**config.mk**
```make
export PLATFORM = sky130hd
export DESIGN_NAME = shift_cmd_stage
export DESIGN_NICKNAME = d
export VERILOG_FILES = /design/src/rtl/shift_stage_pkg.sv /design/src/rtl/shift_cmd_fifo.sv /design/src/rtl/shift_cmd_stage.sv
export SDC_FILE = /design/constraint.sdc
export NUM_CORES = 1
export LEC_CHECK = 0
export ABC_AREA = 1
export BUFFER_PORTS_ARGS = -buffer_cell sky130_fd_sc_hd__clkbuf_2
export CAP_MARGIN = 25
export CORE_UTILIZATION = 54
export DETAILED_ROUTE_END_ITERATION = 10
export GPL_TIMING_DRIVEN = 0
export PLACE_DENSITY = 0.76
export SLEW_MARGIN = 30
export SYNTH_ARGS = -nofsm -noshare
export SYNTH_HDL_FRONTEND = slang
export SYNTH_SLANG_ARGS = --single-unit
```
**constraint.sdc**
```tcl
create_clock -name clk -period 2.32 [get_ports clk]
set_input_delay 0.348 -clock clk [delete_from_list [all_inputs] [get_ports clk]]
set_output_delay 0.348 -clock clk [all_outputs]
set_load 0.05 [all_outputs]
```
**src/rtl/shift_stage_pkg.sv**
```systemverilog
// Shared definitions for the shift command stage.
// A command is packed MSB-first as {data, amt, lr}. Its width depends on N,
// so the RTL packs it as a plain vector sized by cmd_width(). cmd_t shows the
// same layout at the default geometry.
package shift_stage_pkg;

   localparam int unsigned N_DEFAULT     = 3;
   localparam int unsigned DEPTH_DEFAULT = 4;

   typedef struct packed {
      logic [(2**N_DEFAULT)-1:0] data;
      logic [N_DEFAULT-1:0]      amt;
      logic                      lr;
   } cmd_t;

   // Width of a packed {data, amt, lr} command for a given N.
   function automatic int unsigned cmd_width(input int unsigned n);
      return (2**n) + n + 1;
   endfunction

   // Counter width able to hold 0..depth inclusive.
   function automatic int unsigned cnt_width(input int unsigned depth);
      return $clog2(depth + 1);
   endfunction

endpackage

```
**src/rtl/shift_cmd_fifo.sv**
```systemverilog
// Command FIFO for the shift stage.
// Ports: clk, reset_n (sync, active-low); push with push_data/push_amt/push_lr;
// pop; head_data/head_amt/head_lr show the entry at rd_ptr (stale when empty);
// count, full, empty.
// The caller must not push when full or pop when empty.
module shift_cmd_fifo
   import shift_stage_pkg::*;
#(
   parameter int unsigned N     = N_DEFAULT,
   parameter int unsigned DEPTH = DEPTH_DEFAULT
) (
   input  logic                          clk,
   input  logic                          reset_n,
   input  logic                          push,
   input  logic [(2**N)-1:0]             push_data,
   input  logic [N-1:0]                  push_amt,
   input  logic                          push_lr,
   input  logic                          pop,
   output logic [(2**N)-1:0]             head_data,
   output logic [N-1:0]                  head_amt,
   output logic                          head_lr,
   output logic [cnt_width(DEPTH)-1:0]   count,
   output logic                          full,
   output logic                          empty
);

   localparam int unsigned W    = 2**N;
   localparam int unsigned CMDW = cmd_width(N);
   localparam int unsigned AW   = $clog2(DEPTH);
   localparam int unsigned CW   = cnt_width(DEPTH);

   logic [CMDW-1:0] mem [DEPTH];
   logic [AW-1:0]   wr_ptr;
   logic [AW-1:0]   rd_ptr;
   logic [CMDW-1:0] head;

   // Storage is not reset; the pointers define which entries are live.
   always_ff @(posedge clk) begin
      if (push) begin
         mem[wr_ptr] <= {push_data, push_amt, push_lr};
      end
   end

   // DEPTH is a power of two, so the pointers wrap on their own.
   always_ff @(posedge clk) begin
      if (!reset_n) begin
         wr_ptr <= '0;
         rd_ptr <= '0;
         count  <= '0;
      end else begin
         if (push) begin
            wr_ptr <= wr_ptr + AW'(1);
         end
         if (pop) begin
            rd_ptr <= rd_ptr + AW'(1);
         end
         unique case ({push, pop})
            2'b10:   count <= count + CW'(1);
            2'b01:   count <= count - CW'(1);
            default: count <= count;
         endcase
      end
   end

   always_comb begin
      head      = mem[rd_ptr];
      head_data = head[CMDW-1 -: W];
      head_amt  = head[N:1];
      head_lr   = head[0];
      full      = (count == CW'(DEPTH));
      empty     = (count == '0);
   end

endmodule

```
**src/rtl/shift_cmd_stage.sv**
```systemverilog
// Upstream command stage for the combinational shifter datapath.
// Ports: clk, reset_n (sync, active-low); input handshake in_valid/in_ready
// with in_data/in_amt/in_lr; shifter drive sh_a/sh_amt/sh_lr and result sh_y;
// output handshake out_valid/out_ready with out_data/out_lr; fifo_count.
// The shifter sees only the FIFO head, which holds still until it is popped,
// so its operand never changes while a result is waiting to be captured.
module shift_cmd_stage
   import shift_stage_pkg::*;
#(
   parameter int unsigned N     = N_DEFAULT,
   parameter int unsigned DEPTH = DEPTH_DEFAULT
) (
   input  logic                          clk,
   input  logic                          reset_n,
   input  logic                          in_valid,
   output logic                          in_ready,
   input  logic [(2**N)-1:0]             in_data,
   input  logic [N-1:0]                  in_amt,
   input  logic                          in_lr,
   output logic [(2**N)-1:0]             sh_a,
   output logic [N-1:0]                  sh_amt,
   output logic                          sh_lr,
   input  logic [(2**N)-1:0]             sh_y,
   output logic                          out_valid,
   input  logic                          out_ready,
   output logic [(2**N)-1:0]             out_data,
   output logic                          out_lr,
   output logic [cnt_width(DEPTH)-1:0]   fifo_count
);

   logic push;
   logic pop;
   logic full;
   logic empty;

   shift_cmd_fifo #(
      .N     (N),
      .DEPTH (DEPTH)
   ) u_fifo (
      .clk       (clk),
      .reset_n   (reset_n),
      .push      (push),
      .push_data (in_data),
      .push_amt  (in_amt),
      .push_lr   (in_lr),
      .pop       (pop),
      .head_data (sh_a),
      .head_amt  (sh_amt),
      .head_lr   (sh_lr),
      .count     (fifo_count),
      .full      (full),
      .empty     (empty)
   );

   // Ready depends only on occupancy; a same-cycle pop does not open a slot.
   always_comb begin
      in_ready = reset_n && !full;
      push     = in_valid && in_ready;
      pop      = !empty && (!out_valid || out_ready);
   end

   always_ff @(posedge clk) begin
      if (!reset_n) begin
         out_valid <= 1'b0;
         out_data  <= '0;
         out_lr    <= 1'b0;
      end else if (pop) begin
         out_valid <= 1'b1;
         out_data  <= sh_y;
         out_lr    <= sh_lr;
      end else if (out_valid && out_ready) begin
         out_valid <= 1'b0;
      end
   end

endmodule

```
==> qor.csv, run 1 <==
stage,metric,value,unit
logic_synthesis,ys_async_sr_fraction,0,%
global_routing,grt.met3_usage,6.49,%
global_routing,grt_pass1_vias,1742,
placement,gp_congestion,0.743,
placement,dpl.cell_count,350,
global_routing,antenna_found_initial,0,
clock_tree,htreeDepth,3,
logic_synthesis,synth-simple-area-share,13.0,%
routing,drt_pre_antenna_iters,7,
critical_path,rr_endpoint,u_fifo.count[2],
timing,final-setup-viol-count,0,
worst_hold_path,worstHoldPathType,in -> reg,
logic_synthesis,ys_warn_count,0,
floorplan,die_w,72.6,um
cells_and_area,synthToLayoutAreaGrowth,20.1,%
floorplan,die_area,0.00528,sq mm
status,status,"finished, violations left",
critical_path,critPathBufInv,3,
critical_path,timing.rr.start,u_fifo.count[0],
cells_and_area,regArea,0.00182,sq mm
timing,worst_slack,0.204,ns
timing,tightest_slew,0.701,ns
global_routing,grt_busiest_layer,met2,
clock_tree,cts.clk_slew.worst_paths,0.07,ns
routing,final_antenna_net_count,0,
clock_tree,cts_buffer_depth,2,
clock_tree,cts_root_buf,clkbuf_8,
floorplan,fp-row-count,25,
global_routing,globalRouteOverflowTotal,0,
critical_path,ff2ff_setup_slack,0.35,ns
logic_synthesis,synth_area_leaders,"edfxtp_1, dfxtp_1, nor2_1",
logic_synthesis,synth_nets,265,
timing,rsz0062_at_grt,false,
routing,drt_wl_total,5.06,mm
timing,min_period,2.12,ns
clock_tree,holdBufCountCts,0,
logic_synthesis,synthAdderAreaFrac,3.07,%
critical_path,critPathCaptureType,output port,
logic_synthesis,synth_compound_area_share,10.4,%
floorplan,initial_core_util,56.7,%
run,cap_viol_max_count,0,
timing,slew_viol_final,0,
logic_synthesis,synth_edf_count,48,
clock_tree,numCtsBuffers,9,
timing,max_slew_margin,53.2,%
critical_path,crit_fanout,10,
timing,hold_viol,0,
clock_tree,cts_tree,built,
floorplan,coreArea,0.00475,sq mm
critical_path,critPathRequiredTime,1.97,ns
global_routing,track_usage,21.4,%
timing,fmax,473,MHz
floorplan,fp.dieH,72.6,um
timing,skew,0.0121,ns
power_and_ir_drop,vdd_drop_max,0.000925,V
logic_synthesis,synth.top_cell.area_share,53.5,%
logic_synthesis,synthMuxAreaShare,0,%
clock_tree,clock_latency,0.34,ns
critical_path,crit_arrival,1.77,ns
logic_synthesis,yosys.area.top_type,edfxtp_1,
worst_hold_path,min_from,in_data[0],
global_routing,met1_usage,27.7,%
critical_path,crit_chain,inv_1 -> clkbuf_1 -> o21ai_0 -> o22ai_1 -> clkbuf_2,
logic_synthesis,syn_area,0.00269,sq mm
global_routing,grt_start_max_net_pins,13,
logic_synthesis,synth_top_family_by_area,simple AND/OR/NAND/NOR gates,
critical_path,r2r_cells,9,
worst_hold_path,hold_depth,1,
power_and_ir_drop,power_density,1490,mW/mm^2
cells_and_area,finalNonFillerCells,365,
floorplan,pin_count,50,
critical_path,crit_type,reg -> out,
routing,wl_per_cell,13.9,um
logic_synthesis,yosysMostFrequentCell,nor2_1,
cells_and_area,drive_gt1_share,30.2,%
routing,drt_iter0_drc,92,
status,violations,DRC,
logic_synthesis,ys_ff_latch,67,
clock_tree,cts_sinks,67,
critical_path,crit_family,buffers and inverters,
cells_and_area,multi_input_area,731,sq um
logic_synthesis,synthXorXnorAreaFrac,0.325,%
logic_synthesis,synth.avg_cell_area,11.5,sq um
logic_synthesis,ys_seq_area_share,67.6,%
global_routing,grtUsageMet2,34.0,%
cells_and_area,diodes,0,
logic_synthesis,synth.distinct_cells,27,
placement,port_buffers,48,
critical_path,start_kind,flip-flop,
routing,vias,1820,
placement,hpwl,3.21,mm
cells_and_area,nFillCells,376,
routing,via_per_inst,4.99,
timing,fin_crit_sh,91.2,%
logic_synthesis,syn_inst,235,
worst_hold_path,hold_end,u_fifo.mem[2][4],
cells_and_area,fin_nets,324,
logic_synthesis,synthTopCellsByCount,"nor2_1, edfxtp_1, o21ai_0, inv_1",
critical_path,cpPeakStageDelay,0.35,ns
routing,route.detailed.drc,2,
logic_synthesis,ys.flop_type,edfxtp_1,
timing,setup-tns-final,0,ns
placement,dp_slack,0.370,ns
power_and_ir_drop,p_leak,0.00132,uW
critical_path,crit_slowest_cell,clkbuf_1,
global_routing,grt_pass1_wl,8.14,mm
==> power breakdown <==
group          leakage (uW)  total [uW]  internal [uW]  switching (uW)
clock              0.000106        1020            597             424
combinational      0.000624        2210            559            1650
sequential         0.000593        1580           1460             122
==> repair_timing <==
item                                    CTS  global route
endpoints found under the setup margin    0             1
resized for setup                         0             2
buffers inserted                          0             0
==> worst reg2reg max path, stage by stage, from the launching register on <==
cell and delay, ns:
dfxtp_1 0.46, nor2_4 0.06, nand2_1 0.10, nand3_2 0.18, ha_1 0.31, fa_1 0.41, nor2_1 0.11, nor2_1 0.06
a21oi_1 0.12, nor2_1 0.05
==> routing by layer <==
layer / wire [um] / share of wire [%]
met5: 0 / 0
met4: 63 / 1.2
met3: 181 / 3.6
met2: 2470 / 49
met1: 2340 / 46
==> layout make-up <==
cell class              count  share of cell area, %
clock buffers              10                   3.94
clock inverters             5                   2.44
flip-flops and latches     67                   56.3
plain buffers               9                   2.17
inverters                  22                   2.55
well taps                  67                   2.59
repair buffers             48                   7.42
multi-input cells         137                   22.6
==> flip-flops by register name, indices dropped and copies added (netlist names), named ones only <==
signal and count:
out_data 8, out_lr 1, out_valid 1, u_fifo.count 3
u_fifo.mem 48, u_fifo.rd_ptr 2, u_fifo.wr_ptr 2
==> worst max path at each step <==
stage / startpoint / slack (ns) / cells after the start / endpoint
final: flip-flop / 0.20 / 5 / sh_a[0]
after global routing: flip-flop / 0.10 / 5 / sh_a[0]
after CTS: flip-flop / 0.07 / 4 / sh_amt[2]
after detailed placement: u_fifo.count[0] / 0.37 / 9 / u_fifo.count[2]
after global placement: u_fifo.count[0] / 0.21 / 4 / u_fifo.mem[3][7]
after floorplan: u_fifo.count[1] / 0.23 / 9 / u_fifo.count[2]
==> layout by cell type, fill, tap and decap left out, types with 3 or more instances in the layout <==
| cell | netlist | layout |
|---|---|---|
| nor2_1 | 51 | 47 |
| ha_1 | 5 | 5 |
| nor2_2 | 1 | 5 |
| clkbuf_2 | 0 | 49 |
| a21oi_1 | 3 | 3 |
| o22ai_1 | 11 | 11 |
| dfxtp_1 | 19 | 19 |
| edfxtp_1 | 48 | 48 |
| o21ai_2 | 7 | 7 |
| nand2_1 | 19 | 19 |
| inv_1 | 20 | 20 |
| o21ai_1 | 4 | 4 |
| nand3_1 | 6 | 6 |
| o21ai_0 | 21 | 21 |
| clkbuf_8 | 0 | 9 |
| buf_2 | 3 | 3 |
==> per-stage QoR <==
step / utilization (%) / total power, uW / area (sq um) / hold WS (ns)
after detailed placement: 63.7 / 3810 / 3030 / 0.473
final: 68.1 / 4810 / 3240 / 0.221
after floorplan: - / 3320 / 2690 / 0.447
after CTS: 68.0 / 4840 / 3230 / 0.209
after global routing: 68.1 / 5060 / 3240 / 0.224
after global placement: 63.5 / 3780 / 3020 / 0.462
==> logic make-up (layout without fill, tap and decap cells) <==
family                     after synthesis  count (layout)
and+or+nand+nor                         83              83
DFF                                     67              67
AOI/OAI and AO/OA                       47              47
buffers and inverters                   31              94
adders and majority gates                6               6
xor gates and xnor gates                 1               1
Note: power is estimated with default switching activity, not from simulation.
==> inputs of run 2 (changes only) <==
--- a/config.mk
+++ b/config.mk
@@ -10,7 +10,7 @@
 export CAP_MARGIN = 25
 export CORE_UTILIZATION = 54
 export DETAILED_ROUTE_END_ITERATION = 10
-export GPL_TIMING_DRIVEN = 0
+export GPL_TIMING_DRIVEN = 1
 export PLACE_DENSITY = 0.76
 export SLEW_MARGIN = 30
 export SYNTH_ARGS = -nofsm -noshare
==> run 2 against run 1 <==
Against the previous run: the run now ends clean; fmax decreased by 1.2%; clock power decreased by 10%; sequential share of layout area increased by 0.66 points; total power decreased by 4.9%; register-to-register slack got worse by 0.04 ns; global-route usage decreased by 2.0 points; critical path depth decreased by 1; via count decreased by 1.4%; non-clock buffer count decreased by 1; wire length decreased by 8.1%; clock-buffer cell count decreased by 1; critical endpoint is now sh_a[5]; largest cell class unchanged; highest routed layer unchanged.
==> qor.csv, run 2 (synthesis gave the netlist of run 1 again) <==
stage,metric,value,unit,change
cells_and_area,final_cell_mix,"nor2_1, clkbuf_2, edfxtp_1",,
floorplan,coreArea,0.00475,sq mm,unchanged
cells_and_area,finalNonFillerCells,365,,unchanged
clock_tree,numCtsBuffers,9,,unchanged
floorplan,pin_count,50,,unchanged
timing,setup-tns-final,0,ns,unchanged
critical_path,crit_type,reg -> out,,
global_routing,globalRouteOverflowTotal,0,,unchanged
floorplan,die_w,72.6,um,unchanged
clock_tree,cts_tree,built,,
cells_and_area,layout_commonest_cell,nor2_1,,
global_routing,grt_pass1_vias,1646,,-5.5%
cells_and_area,stdcell_area,0.00320,sq mm,-1.2%
critical_path,start_kind,flip-flop,,
routing,wl_per_cell,12.7,um,-8.1%
clock_tree,postCtsSetupBuffers,0,,unchanged
floorplan,die_area,0.00528,sq mm,unchanged
cells_and_area,diodes,0,,unchanged
clock_tree,cts.repair.resized,0,,unchanged
power_and_ir_drop,power_density,1430,mW/mm^2,-3.8%
critical_path,crit_fanout,13,,+3
power_and_ir_drop,p_leak,0.00131,uW,-1.1%
routing,drt_iter0_drc,105,,+14%
status,status,"finished, final reports clean",,
timing,skew,0.0124,ns,+0.000265 ns
cells_and_area,top_regs,"u_fifo.mem: 48 flops, out_data: 8 flops, u_fifo.count: 3 flops",,
run,cap_viol_max_count,0,,unchanged
cells_and_area,synthToLayoutAreaGrowth,18.7,%,
global_routing,antenna_found_initial,0,,unchanged
routing,via_per_inst,4.92,,-1.4%
worst_hold_path,worstHoldPathType,in -> reg,,
routing,final_antenna_net_count,0,,unchanged
critical_path,critPathRequiredTime,1.97,ns,about the same
clock_tree,cts.clk_slew.worst_paths,0.07,ns,about the same
routing,drt_wl_total,4.65,mm,-8.1%
placement,dpl.cell_count,349,,-0.29%
timing,max_slew_margin,68.0,%,+15 points
clock_tree,clock_latency,0.33,ns,about the same
global_routing,track_usage,19.4,%,-2.0 points
placement,placed_area,0.00301,sq mm,-0.70%
placement,hpwl,3.01,mm,-6.3%
clock_tree,holdBufCountCts,0,,unchanged
critical_path,ff2ff_setup_slack,0.31,ns,-0.04 ns
cells_and_area,largest_reg_flops,48,,unchanged
critical_path,crit_arrival,1.79,ns,+0.02 ns
clock_tree,htreeDepth,3,,unchanged
routing,route.detailed.drc,0,,-2
floorplan,fp.dieH,72.6,um,unchanged
routing,drt_pre_antenna_iters,5,,-2
global_routing,grt_start_max_net_pins,25,,+12
timing,fmax,467,MHz,-1.2%
timing,fin_crit_sh,92.3,%,+1.1 points
clock_tree,cts_buffer_depth,2,,unchanged
clock_tree,cts_root_buf,clkbuf_8,,
timing,final-setup-viol-count,0,,unchanged
cells_and_area,regMostFlops,u_fifo.mem,,
timing,rsz0062_at_grt,false,,
floorplan,initial_core_util,56.7,%,unchanged
timing,min_period,2.14,ns,+0.0246 ns
clock_tree,cts_sinks,67,,unchanged
placement,gp_congestion,0.732,,-1.5%
placement,port_buffers,49,,+2.1%
routing,vias,1794,,-1.4%
floorplan,fp-row-count,25,,unchanged
timing,hold_viol,0,,unchanged
global_routing,grt_pass1_wl,7.34,mm,-9.8%
critical_path,critPathCaptureType,output port,,
cells_and_area,fin_nets,323,,-0.31%
cells_and_area,drive_gt1_share,29.2,%,-1.0 points
timing,slew_viol_final,0,,unchanged
timing,tightest_slew,0.479,ns,-0.222 ns
power_and_ir_drop,vdd_drop_max,0.000891,V,-3.6%
run 2: cell count changes in the layout (fill, tap and decap cells not counted), moves of 2 or more:
| cell | before | now |
|---|---|---|
| buf_2 | 3 | 0 |
| buf_4 | 2 | 7 |
| clkbuf_1 | 2 | 0 |
| clkinvlp_4 | 0 | 2 |
| nor2_1 | 47 | 51 |
| nor2_2 | 5 | 1 |
run 2: cell type report:
type	count	area, sq um
Fill cell	383	1560
Clock buffer	9	124
Sequential cell	67	1820
Clock inverter	7	67.6
Tap cell	67	83.8
Multi-Input combinational cell	137	721
Inverter	22	82.6
Timing Repair Buffer	56	298
run 2: worst max-delay path: stages (launching register included):
cell	delay, ns
dfxtp_1	0.46
inv_1	0.37
o21ai_0	0.17
o22ai_1	0.16
clkbuf_2	0.30
run 2: path summary, 6_finish.rpt:
| path | startpoint | endpoint | cells after the start |
|---|---|---|---|
| min reg2reg | out_data[0] | out_data[0] | 2 |
| max | flip-flop | sh_a[5] | 4 |
| min | in_data[3] | u_fifo.mem[1][7] | 1 |
| max reg2reg | u_fifo.count[1] | u_fifo.count[2] | 10 |
run 2: metal layers:
metal | track usage [%] | part of all wire [%] | vias to the layer above
met4 | 12.9 | 1.5 | 0
met2 | 32.7 | 53 | 27
met5 | 0 | 0 | -
met1 | 22.4 | 43 | 846
li1 | - | - | 916
met3 | 4.14 | 2.6 | 5
run 2: through the flow:
stage	worst slack [ns]	hold WS (ns)	util, %	power (uW)
after CTS	0.125	0.214	67.3	4620
after detailed placement	0.298	0.473	63.2	3700
after floorplan	0.230	0.447	-	3320
after global placement	0.354	0.471	63.2	3670
final	0.180	0.230	67.3	4580
after global routing	0.00194	0.222	67.3	4830
run 2: where the power goes:
| group | total [uW] | internal, uW | leakage [uW] | switching (uW) |
|---|---|---|---|---|
| sequential | 1590 | 1460 | 0.000593 | 129 |
| combinational | 2070 | 481 | 0.000623 | 1590 |
| clock | 916 | 492 | 0.0000931 | 424 |
| total | 4580 | 2430 | 0.00131 | 2150 |
==> inputs of run 3 (changes only) <==
--- a/config.mk
+++ b/config.mk
@@ -8,10 +8,12 @@
 export ABC_AREA = 1
 export BUFFER_PORTS_ARGS = -buffer_cell sky130_fd_sc_hd__clkbuf_2
 export CAP_MARGIN = 25
-export CORE_UTILIZATION = 54
+export CELL_PAD_IN_SITES_DETAIL_PLACEMENT = 1
+export CELL_PAD_IN_SITES_GLOBAL_PLACEMENT = 1
+export CORE_UTILIZATION = 39
 export DETAILED_ROUTE_END_ITERATION = 10
 export GPL_TIMING_DRIVEN = 1
-export PLACE_DENSITY = 0.76
+export PLACE_DENSITY = 0.73
 export SLEW_MARGIN = 30
 export SYNTH_ARGS = -nofsm -noshare
 export SYNTH_HDL_FRONTEND = slang
==> constraint.sdc (replaced) <==
create_clock -name clk -period 1.9 [get_ports clk]
set_input_delay 0.285 -clock clk [delete_from_list [all_inputs] [get_ports clk]]
set_output_delay 0.285 -clock clk [all_outputs]
set_load 0.05 [all_outputs]
==> run 3 against run 2 <==
Against the previous run: hold slack got worse by 0.068 ns; final cell count grew 4.7%; utilization down 16 points; die area up 37%; wire length grew 24%; global-route usage is 2.2 points lower; sequential share of layout area down 1.8 points; non-clock buffer count grew 8; sequential power increased by 23%; worst setup slack got worse by 0.088 ns; combinational power up 35%; total power rose by 31%; largest power group unchanged.
==> qor.csv, run 3 (synthesis gave the netlist of run 1 again) <==
stage,metric,value,unit,change
routing,drt_wl_total,5.77,mm,+24%
cells_and_area,nFillCells,727,,+90%
worst_hold_path,hold_end,u_fifo.mem[3][1],,
critical_path,timing.rr.start,u_fifo.count[1],,
placement,dp_slack,0.153,ns,-0.145 ns
critical_path,critPathRequiredTime,1.62,ns,-0.35 ns
placement,hpwl,3.98,mm,+32%
routing,wl_per_cell,15.1,um,+19%
timing,skew,0.00568,ns,-0.00674 ns
placement,dpl.cell_count,367,,+5.2%
critical_path,start_kind,flip-flop,,
clock_tree,numCtsBuffers,9,,unchanged
global_routing,grt_start_max_net_pins,25,,unchanged
critical_path,crit_arrival,1.52,ns,-0.27 ns
critical_path,path_depth,4,,unchanged
critical_path,crit_chain,buf_4 -> o21ai_0 -> o22ai_1 -> clkbuf_4,,
routing,route.detailed.drc,0,,unchanged
timing,min_period,1.81,ns,
global_routing,globalRouteOverflowTotal,0,,unchanged
routing,drt_iter0_drc,105,,unchanged
cells_and_area,final_cell_mix,"nor2_1, edfxtp_1, clkbuf_2",,
clock_tree,cts.clk_slew.worst_paths,0.06,ns,about the same
global_routing,antenna_found_initial,0,,unchanged
cells_and_area,regMostFlops,u_fifo.mem,,
placement,gp_congestion,0.669,,-8.6%
clock_tree,cts_sinks,67,,unchanged
global_routing,grt_pass1_vias,1934,,+17%
floorplan,pin_count,50,,unchanged
timing,worst_slack,0.0920,ns,-0.0876 ns
clock_tree,postCtsSetupBuffers,0,,unchanged
routing,final_antenna_net_count,0,,unchanged
floorplan,fp.dieH,85.1,um,+17%
global_routing,track_usage,17.2,%,-2.2 points
critical_path,crit_slowest_cell,dfxtp_2,,
worst_hold_path,hold_depth,1,,unchanged
timing,fmax,553,MHz,
critical_path,ff2ff_setup_slack,0.16,ns,-0.15 ns
floorplan,die_w,85.1,um,+17%
timing,tightest_slew,0.293,ns,-0.186 ns
run,cap_viol_max_count,0,,unchanged
timing,max_slew_margin,80.5,%,+13 points
clock_tree,htreeDepth,3,,unchanged
floorplan,fp-row-count,29,,+16%
floorplan,die_area,0.00724,sq mm,+37%
cells_and_area,drive_gt1_share,32.5,%,+3.3 points
floorplan,initial_core_util,41.5,%,-15 points
clock_tree,cts_tree,built,,
timing,final-setup-viol-count,0,,unchanged
critical_path,crit_fanout,10,,-3
critical_path,critPathBufInv,2,,unchanged
critical_path,critPathCaptureType,output port,,
cells_and_area,finalNonFillerCells,382,,+4.7%
routing,dr_wl_met3,155,um,+28%
placement,port_buffers,49,,unchanged
routing,wl_met2,3.07,mm,+25%
critical_path,r2r_cells,10,,unchanged
global_routing,grt_pass1_wl,9.15,mm,+25%
clock_tree,clock_latency,0.34,ns,about the same
cells_and_area,synthToLayoutAreaGrowth,23.0,%,
routing,maxUsedRoutingLayer,met4,,
cells_and_area,stdcell_area,0.00331,sq mm,+3.6%
power_and_ir_drop,vdd_drop_max,0.000612,V,-31%
clock_tree,cts_buffer_depth,2,,unchanged
power_and_ir_drop,p_leak,0.00137,uW,+4.4%
routing,drt_pre_antenna_iters,4,,-1
cells_and_area,largest_reg_flops,48,,unchanged
critical_path,rr_endpoint,u_fifo.count[2],,
floorplan,coreArea,0.00649,sq mm,+37%
cells_and_area,diodes,0,,unchanged
timing,hold_viol,0,,unchanged
cells_and_area,fin_nets,331,,+2.5%
critical_path,crit_family,buffers and inverters,,
critical_path,cpPeakStageDelay,0.39,ns,-0.07 ns
worst_hold_path,min_from,in_amt[0],,
timing,slew_viol_final,0,,unchanged
routing,vias,1905,,+6.2%
placement,placed_area,0.00310,sq mm,+3.1%
routing,via_per_inst,4.99,,+1.5%
clock_tree,cts_root_buf,clkbuf_8,,
critical_path,crit_type,reg -> out,,
timing,rsz0062_at_grt,false,,
power_and_ir_drop,power_density,1800,mW/mm^2,+26%
cells_and_area,top_regs,"u_fifo.mem: 48 flops, out_data: 8 flops, u_fifo.count: 3 flops",,
worst_hold_path,worstHoldPathType,in -> reg,,
routing,wl_met1,2.40,mm,+20%
timing,fin_crit_sh,95.2,%,
status,status,"finished, final reports clean",,
timing,setup-tns-final,0,ns,unchanged
cells_and_area,layout_commonest_cell,nor2_1,,
-- run 3: changes by cell type in the layout (fill, tap and decap cells not counted), sizes merged --
| cell | change |
|---|---|
| buf | +10 |
| bufinv | +1 |
| clkbuf | -2 |
| clkinv | +1 |
| clkinvlp | -2 |
| inv | -1 |
-- run 3: worst max path at each step --
stage,startpoint,to,slack (ns)
finish,flip-flop,sh_a[2],0.09
global route,flip-flop,sh_a[7],0.02
CTS,flip-flop,sh_amt[0],0.01
detailed placement,out_ready,u_fifo.count[2],0.15
global placement,out_ready,u_fifo.count[2],0.22
floorplan,u_fifo.count[1],u_fifo.count[2],0.03
-- run 3: metal layers --
metal | global-route usage, % | vias up
met3 | 3.31 | 13
li1 | - | 928
met1 | 19.0 | 933
met5 | 0 | -
met2 | 30.6 | 31
met4 | 10.2 | 0
-- run 3: through the flow --
step / utilization [%] / power (uW) / hold slack, ns
floorplan: - / 4060 / 0.384
global placement: 47.7 / 4700 / 0.464
detailed placement: 47.7 / 4780 / 0.480
CTS: 51.0 / 6040 / 0.155
global route: 51.0 / 6290 / 0.156
finish: 51.0 / 5980 / 0.162
-- run 3: what timing repair did --
action | 4_1_cts | 5_1_grt
resized for setup | 4 | 2
pin swaps | 0 | 0
endpoints found under the setup margin | 7 | 6
hold buffers | 0 | 0
endpoints found under the hold margin | 0 | 0
-- run 3: layout make-up --
class,instances,area (sq um),area share [%]
Inverter,22,85.1,2.57
Clock buffer,9,124,3.74
Sequential cell,67,1830,55.2
Tap cell,77,96.3,2.91
Clock inverter,6,81.3,2.45
Timing Repair Buffer,64,378,11.4
Multi-Input combinational cell,137,721,21.7
-- run 3: power by group --
part | total, uW | switching [uW] | internal [uW] | leakage [uW]
Clock | 1220 | 502 | 722 | 0.000104
Sequential | 1950 | 160 | 1790 | 0.000595
Combinational | 2800 | 2040 | 765 | 0.000668
